## config.mk

```make
export PLATFORM = sky130hd
export DESIGN_NAME = seq_shifter
export DESIGN_NICKNAME = d
export VERILOG_FILES = /design/src/rtl/shifter_pkg.sv /design/src/rtl/shift_step.sv /design/src/rtl/seq_shifter.sv
export SDC_FILE = /design/constraint.sdc
export NUM_CORES = 1
export LEC_CHECK = 0
export BUFFER_PORTS_ARGS = -buffer_cell sky130_fd_sc_hd__buf_2
export CORE_MARGIN = 4
export CORE_UTILIZATION = 47
export DETAILED_ROUTE_END_ITERATION = 10
export GPL_ROUTABILITY_DRIVEN = 0
export HOLD_SLACK_MARGIN = 0.05
export MAX_ROUTING_LAYER = met4
export PLACE_DENSITY_LB_ADDON = 0.2
export SYNTH_ARGS = -nofsm -noshare
export SYNTH_HDL_FRONTEND = slang
export SYNTH_SLANG_ARGS = --single-unit
```

## constraint.sdc

```tcl
create_clock -name clk -period 1.7 [get_ports clk]
set_input_delay 0.085 -clock clk [delete_from_list [all_inputs] [get_ports clk]]
set_output_delay 0.085 -clock clk [all_outputs]
set_load 0.005 [all_outputs]
```

## src/rtl/shifter_pkg.sv

```systemverilog
// rtl/shifter_pkg.sv - op encodings and FSM state type shared by the multi-cycle shifter
package shifter_pkg;

  localparam logic [1:0] OP_ROL = 2'b00;
  localparam logic [1:0] OP_SLL = 2'b01;
  localparam logic [1:0] OP_SRA = 2'b10;
  localparam logic [1:0] OP_SRL = 2'b11;

  typedef enum logic [1:0] {
    IDLE = 2'b00,
    BUSY = 2'b01,
    DONE = 2'b10
  } state_t;

  // True for ops whose shifted-out bits leave through the MSB.
  function automatic logic op_is_left(logic [1:0] op);
    return (op == OP_ROL) || (op == OP_SLL);
  endfunction

endpackage

```

## src/rtl/shift_step.sv

```systemverilog
// rtl/shift_step.sv - combinational shift/rotate of one operand by 0..STEP positions
module shift_step
  import shifter_pkg::*;
#(
  parameter int WIDTH = 16,
  parameter int STEP  = 2,
  parameter int KW    = $clog2(STEP + 1)
) (
  input  logic [WIDTH-1:0] data,
  input  logic [1:0]       op,
  input  logic [KW-1:0]    k,
  output logic [WIDTH-1:0] res,
  output logic             carry
);

  localparam logic [WIDTH-1:0] ONE = WIDTH'(1);

  // Each legal amount is a constant shift; k selects one of them.
  always_comb begin
    res   = data;
    carry = 1'b0;
    for (int i = 1; i <= STEP; i++) begin
      if (k == KW'(i)) begin
        case (op)
          OP_ROL:  res = (data << i) | (data >> (WIDTH - i));
          OP_SLL:  res = data << i;
          OP_SRA:  res = $signed(data) >>> i;
          default: res = data >> i;
        endcase
        if (op_is_left(op))
          carry = |(data & (ONE << (WIDTH - i)));
        else
          carry = |(data & (ONE << (i - 1)));
      end
    end
  end

endmodule

```

## src/rtl/seq_shifter.sv

```systemverilog
// rtl/seq_shifter.sv - multi-cycle shifter, at most STEP positions per clock, valid/ready in and out
// Optional result flags (out_zero, out_carry) enabled by SEQ_SHIFTER_FLAGS_EN.
module seq_shifter
  import shifter_pkg::*;
#(
  parameter int WIDTH = 16,
  parameter int STEP  = 2,
  parameter int CNTW  = $clog2(WIDTH)
) (
  input  logic             clk,
  input  logic             rst_n,
  input  logic             in_valid,
  output logic             in_ready,
  input  logic [WIDTH-1:0] in_data,
  input  logic [1:0]       in_op,
  input  logic [CNTW-1:0]  in_cnt,
  output logic             out_valid,
  input  logic             out_ready,
  output logic [WIDTH-1:0] out_data
`ifdef SEQ_SHIFTER_FLAGS_EN
  ,
  output logic             out_zero,
  output logic             out_carry
`endif
);

  localparam int KW = $clog2(STEP + 1);

  state_t            state_q, state_d;
  logic [WIDTH-1:0]  data_q;
  logic [1:0]        op_q;
  logic [CNTW-1:0]   rem_q;
  logic [KW-1:0]     k;
  logic [WIDTH-1:0]  step_data;
  logic              last_step;
  logic              accept;

  always_comb begin
    if (rem_q > CNTW'(STEP))
      k = KW'(STEP);
    else
      k = KW'(rem_q);
  end

  assign last_step = (rem_q == CNTW'(k));
  assign accept    = (state_q == IDLE) && in_valid;
  assign out_data  = data_q;

`ifdef SEQ_SHIFTER_FLAGS_EN
  logic step_carry;
  logic zero_q, carry_q;

  shift_step #(.WIDTH(WIDTH), .STEP(STEP), .KW(KW)) u_step (
    .data  (data_q),
    .op    (op_q),
    .k     (k),
    .res   (step_data),
    .carry (step_carry)
  );
`else
  shift_step #(.WIDTH(WIDTH), .STEP(STEP), .KW(KW)) u_step (
    .data  (data_q),
    .op    (op_q),
    .k     (k),
    .res   (step_data),
    .carry ()
  );
`endif

  always_ff @(posedge clk or negedge rst_n) begin
    if (!rst_n)
      state_q <= IDLE;
    else
      state_q <= state_d;
  end

  always_comb begin
    state_d   = state_q;
    in_ready  = 1'b0;
    out_valid = 1'b0;
    case (state_q)
      IDLE: begin
        in_ready = 1'b1;
        if (in_valid)
          state_d = (in_cnt == '0) ? DONE : BUSY;
      end
      BUSY: begin
        if (last_step)
          state_d = DONE;
      end
      DONE: begin
        out_valid = 1'b1;
        if (out_ready)
          state_d = IDLE;
      end
      default: state_d = IDLE;
    endcase
  end

  always_ff @(posedge clk or negedge rst_n) begin
    if (!rst_n) begin
      data_q <= '0;
      op_q   <= OP_ROL;
      rem_q  <= '0;
    end else if (accept) begin
      data_q <= in_data;
      op_q   <= in_op;
      rem_q  <= in_cnt;
    end else if (state_q == BUSY) begin
      data_q <= step_data;
      rem_q  <= rem_q - CNTW'(k);
    end
  end

`ifdef SEQ_SHIFTER_FLAGS_EN
  // Flags are captured on the edge that enters DONE so they stay stable with out_data.
  always_ff @(posedge clk or negedge rst_n) begin
    if (!rst_n) begin
      zero_q  <= 1'b0;
      carry_q <= 1'b0;
    end else if (accept) begin
      zero_q  <= (in_data == '0);
      carry_q <= 1'b0;
    end else if (state_q == BUSY && last_step) begin
      zero_q  <= (step_data == '0);
      carry_q <= step_carry;
    end
  end

  assign out_zero  = zero_q;
  assign out_carry = carry_q;
`endif

endmodule

```

==> impl_metrics.env <==
export IMPL_cts_sinks=24
export IMPL_synth_flop_cell="dfrtp_1"
export IMPL_pin_count=44
export IMPL_final_cells=282
export IMPL_drc=0
export IMPL_yosys_area_top_type="dfrtp_1"
export IMPL_ant_nets=0
export IMPL_worstPathRequired_ps=1920
export IMPL_grt_ovfl_total=0
export IMPL_via_per_inst=5.518
export IMPL_synth_xor_area_frac=0
export IMPL_cts_tree="done"
export IMPL_synth_area_um2=1585
export IMPL_cts_max_path_buffers=2
export IMPL_synth_compound_area_frac=0.2147
export IMPL_die_h_um=66.08
export IMPL_r2r_end="out_data[9]"
export IMPL_drtIter0Drc=101
export IMPL_antenna_found_initial=0
export IMPL_ys_ff_latch=24
export IMPL_drt_pass1_iterations=5
export IMPL_yosys_top_cells_count="nand2_1, dfrtp_1, nor2_1"
export IMPL_maxSlewViolCount=0
export IMPL_yosysUniqueCellTypes=41
export IMPL_grt_max_degree=25
export IMPL_r2r_start="rem_q[2]"
export IMPL_diodes=0
export IMPL_vias=1556
export IMPL_syn_to_final_growth_pct=40.02
export IMPL_synthTopCellsByArea="dfrtp_1, mux4_2, nand2_1"
export IMPL_critical_path_class="reg2reg"
export IMPL_wl_per_cell_um=15.19
export IMPL_synth_top_family_by_area="compound AO/OA/AOI/OAI gates"
export IMPL_portBuffers=43
export IMPL_yosysSeqAreaShare=0.3788
export IMPL_finalWirelength_mm=4.284
export IMPL_ir_worst_vdd_mv=1.144
export IMPL_min_path_type="in2reg"
export IMPL_nFillCells=240
export IMPL_rows=20
export IMPL_synth_most_common_cell="nand2_1"
export IMPL_clkTransAtPathRegs_ps=130
export IMPL_cp_data_arrival_time_ps=1910
export IMPL_crit_fanout=13
export IMPL_clock_latency_ps=320
export IMPL_syn_inst=166
export IMPL_drive_gt1_frac=0.3655
export IMPL_relSlewSlack=0.6293
export IMPL_async_flop_share=1.000
export IMPL_ys_warn_count=0
export IMPL_reg2reg_depth=6
export IMPL_critPathLaunchType="flip-flop"
export IMPL_outcome="completed"
export IMPL_coreArea_um2=3128
export IMPL_dp_hpwl_mm=2.901
export IMPL_cts_made_buffers=3
export IMPL_dieArea_um2=4366
export IMPL_power_mw=4.211
export IMPL_muxShareOfSynthArea=0.1800
export IMPL_grt_first_pass_wirelength_mm=7.258
export IMPL_rsz0062_at_grt="yes"
export IMPL_end_kind="flip-flop"
export IMPL_cellLeakagePower_nw=0.9492
export IMPL_track_usage=0.2173
export IMPL_cts_root_buf="clkbuf_4"
export IMPL_synth_edf_count=0
export IMPL_skew_ps=1.613
export IMPL_placed_cells=253
export IMPL_maxCapViolations=0
export IMPL_nets=266
export IMPL_synth_top_area_frac=0.3788
export IMPL_powerDensity_nw_per_um2=1897
export IMPL_die_w_um=66.08
export IMPL_yosys_area_share_simple=0.1626
export IMPL_initial_core_util=0.5068
export IMPL_finalSetupViolations=0
export IMPL_fmax_ghz=0.5907
export IMPL_crit_start="rem_q[2]"
export IMPL_tightest_slew_ps=556.1
export IMPL_grt_pass1_vias=1545
export IMPL_rrSetupSlack_ps=7
export IMPL_synth_adder_area_share=0.007893
export IMPL_synth_avg_cell_area_um2=9.550
export IMPL_hold_viol=0
export IMPL_finalCriticalPeriod_ps=1693
export IMPL_syn_nets=193
export IMPL_htreeDepth=1
export IMPL_crit_end="out_data[9]"
export IMPL_fin_crit_sh=0.9958
[critical path, cell delays in order (launching register included)]
cell and delay, ps:
dfrtp_1 430, buf_6 140, nor3_4 140, buf_12 180
mux4_2 520, nor2_2 110, o21ai_1 80
[where the power goes]
group	leakage, nW	switching [mW]	internal (mW)
Sequential	0.286	0.401	0.868
Combinational	0.642	1.22	1.41
Clock	0.0210	0.176	0.131
[cell usage in the layout, fill, tap and decap left out, types with 2 or more instances in the layout]
cell type / count
dlygate4sd3_1: 24
a311oi_1: 2
a31oi_1: 2
nor2_1: 13
clkbuf_4: 3
nand2_1: 27
a211o_1: 2
buf_6: 2
buf_2: 43
o21ai_1: 10
buf_12: 2
mux4_2: 11
o21ai_0: 15
nand3_1: 2
inv_1: 2
a21oi_1: 11
buf_4: 10
nor2_2: 6
dfrtp_1: 24
[registers in the layout, indices dropped and copies added (netlist names)]
signal	flops
state_q	2
out_data	16
rem_q	4
op_q	2
[worst min path at each step]
stage | start | to | slack [ps] | depth (start not counted)
finish | in_valid | state_q[1] | 80 | 3
floorplan | rst_n | op_q[0] | -210 | 0
detailed placement | rst_n | rem_q[2] | 100 | 1
CTS | in_valid | state_q[1] | 80 | 3
global placement | rst_n | rem_q[2] | 90 | 1
global route | in_valid | state_q[1] | 100 | 3
[cell type report]
type | instances | area (um2) | share of cell area
well taps | 44 | 55.05 | 0.02480
clock buffers | 4 | 36.28 | 0.01635
repair buffers | 81 | 593.1 | 0.2672
inverters | 2 | 7.507 | 0.003382
flip-flops and latches | 24 | 600.6 | 0.2706
multi-input cells | 127 | 927.1 | 0.4177
[metal layers]
metal	part of all wire	global-route usage	wire length, um	vias up
li1	-	-	-	764
met1	0.46	0.2955	1985	743
met2	0.48	0.3492	2049	45
met3	0.050	0.04252	215	4
met4	0.0079	0.03046	34	0
met5	0	-	0	-
[per-stage QoR]
stage | TNS (ps) | utilization | hold slack (ps) | worst slack [ps] | instance area [um2]
after floorplan | -280.5 | - | -210.6 | -72.39 | 1585
after global placement | -35.72 | 0.6076 | 90.70 | -34.41 | 1901
after detailed placement | -420.4 | 0.6076 | 100.4 | -63.63 | 1901
after CTS | 0 | 0.7012 | 78.51 | 10.37 | 2193
after global routing | -421.1 | 0.7096 | 98.81 | -55.09 | 2220
final | 0 | 0.7096 | 83.20 | 7.098 | 2220
[cell families (layout without fill, tap and decap cells)]
family	Yosys count	in the layout
multiplexers	13	13
adder cells (fa/ha/maj)	1	1
AND/OR/NAND/NOR	57	57
other	1	1
flip-flops	24	24
buffers and inverters	15	87
AO/OA/AOI/OAI	55	55
[repair_timing]
item / 4_1_cts / 5_1_grt
endpoints found under the hold margin: 47 / 0
buffers inserted: 1 / 0
hold buffers: 24 / 0
endpoints found under the setup margin: 11 / 16
gates resized for setup: 2 / 11
No activity file was read; power rests on OpenSTA's default activity.
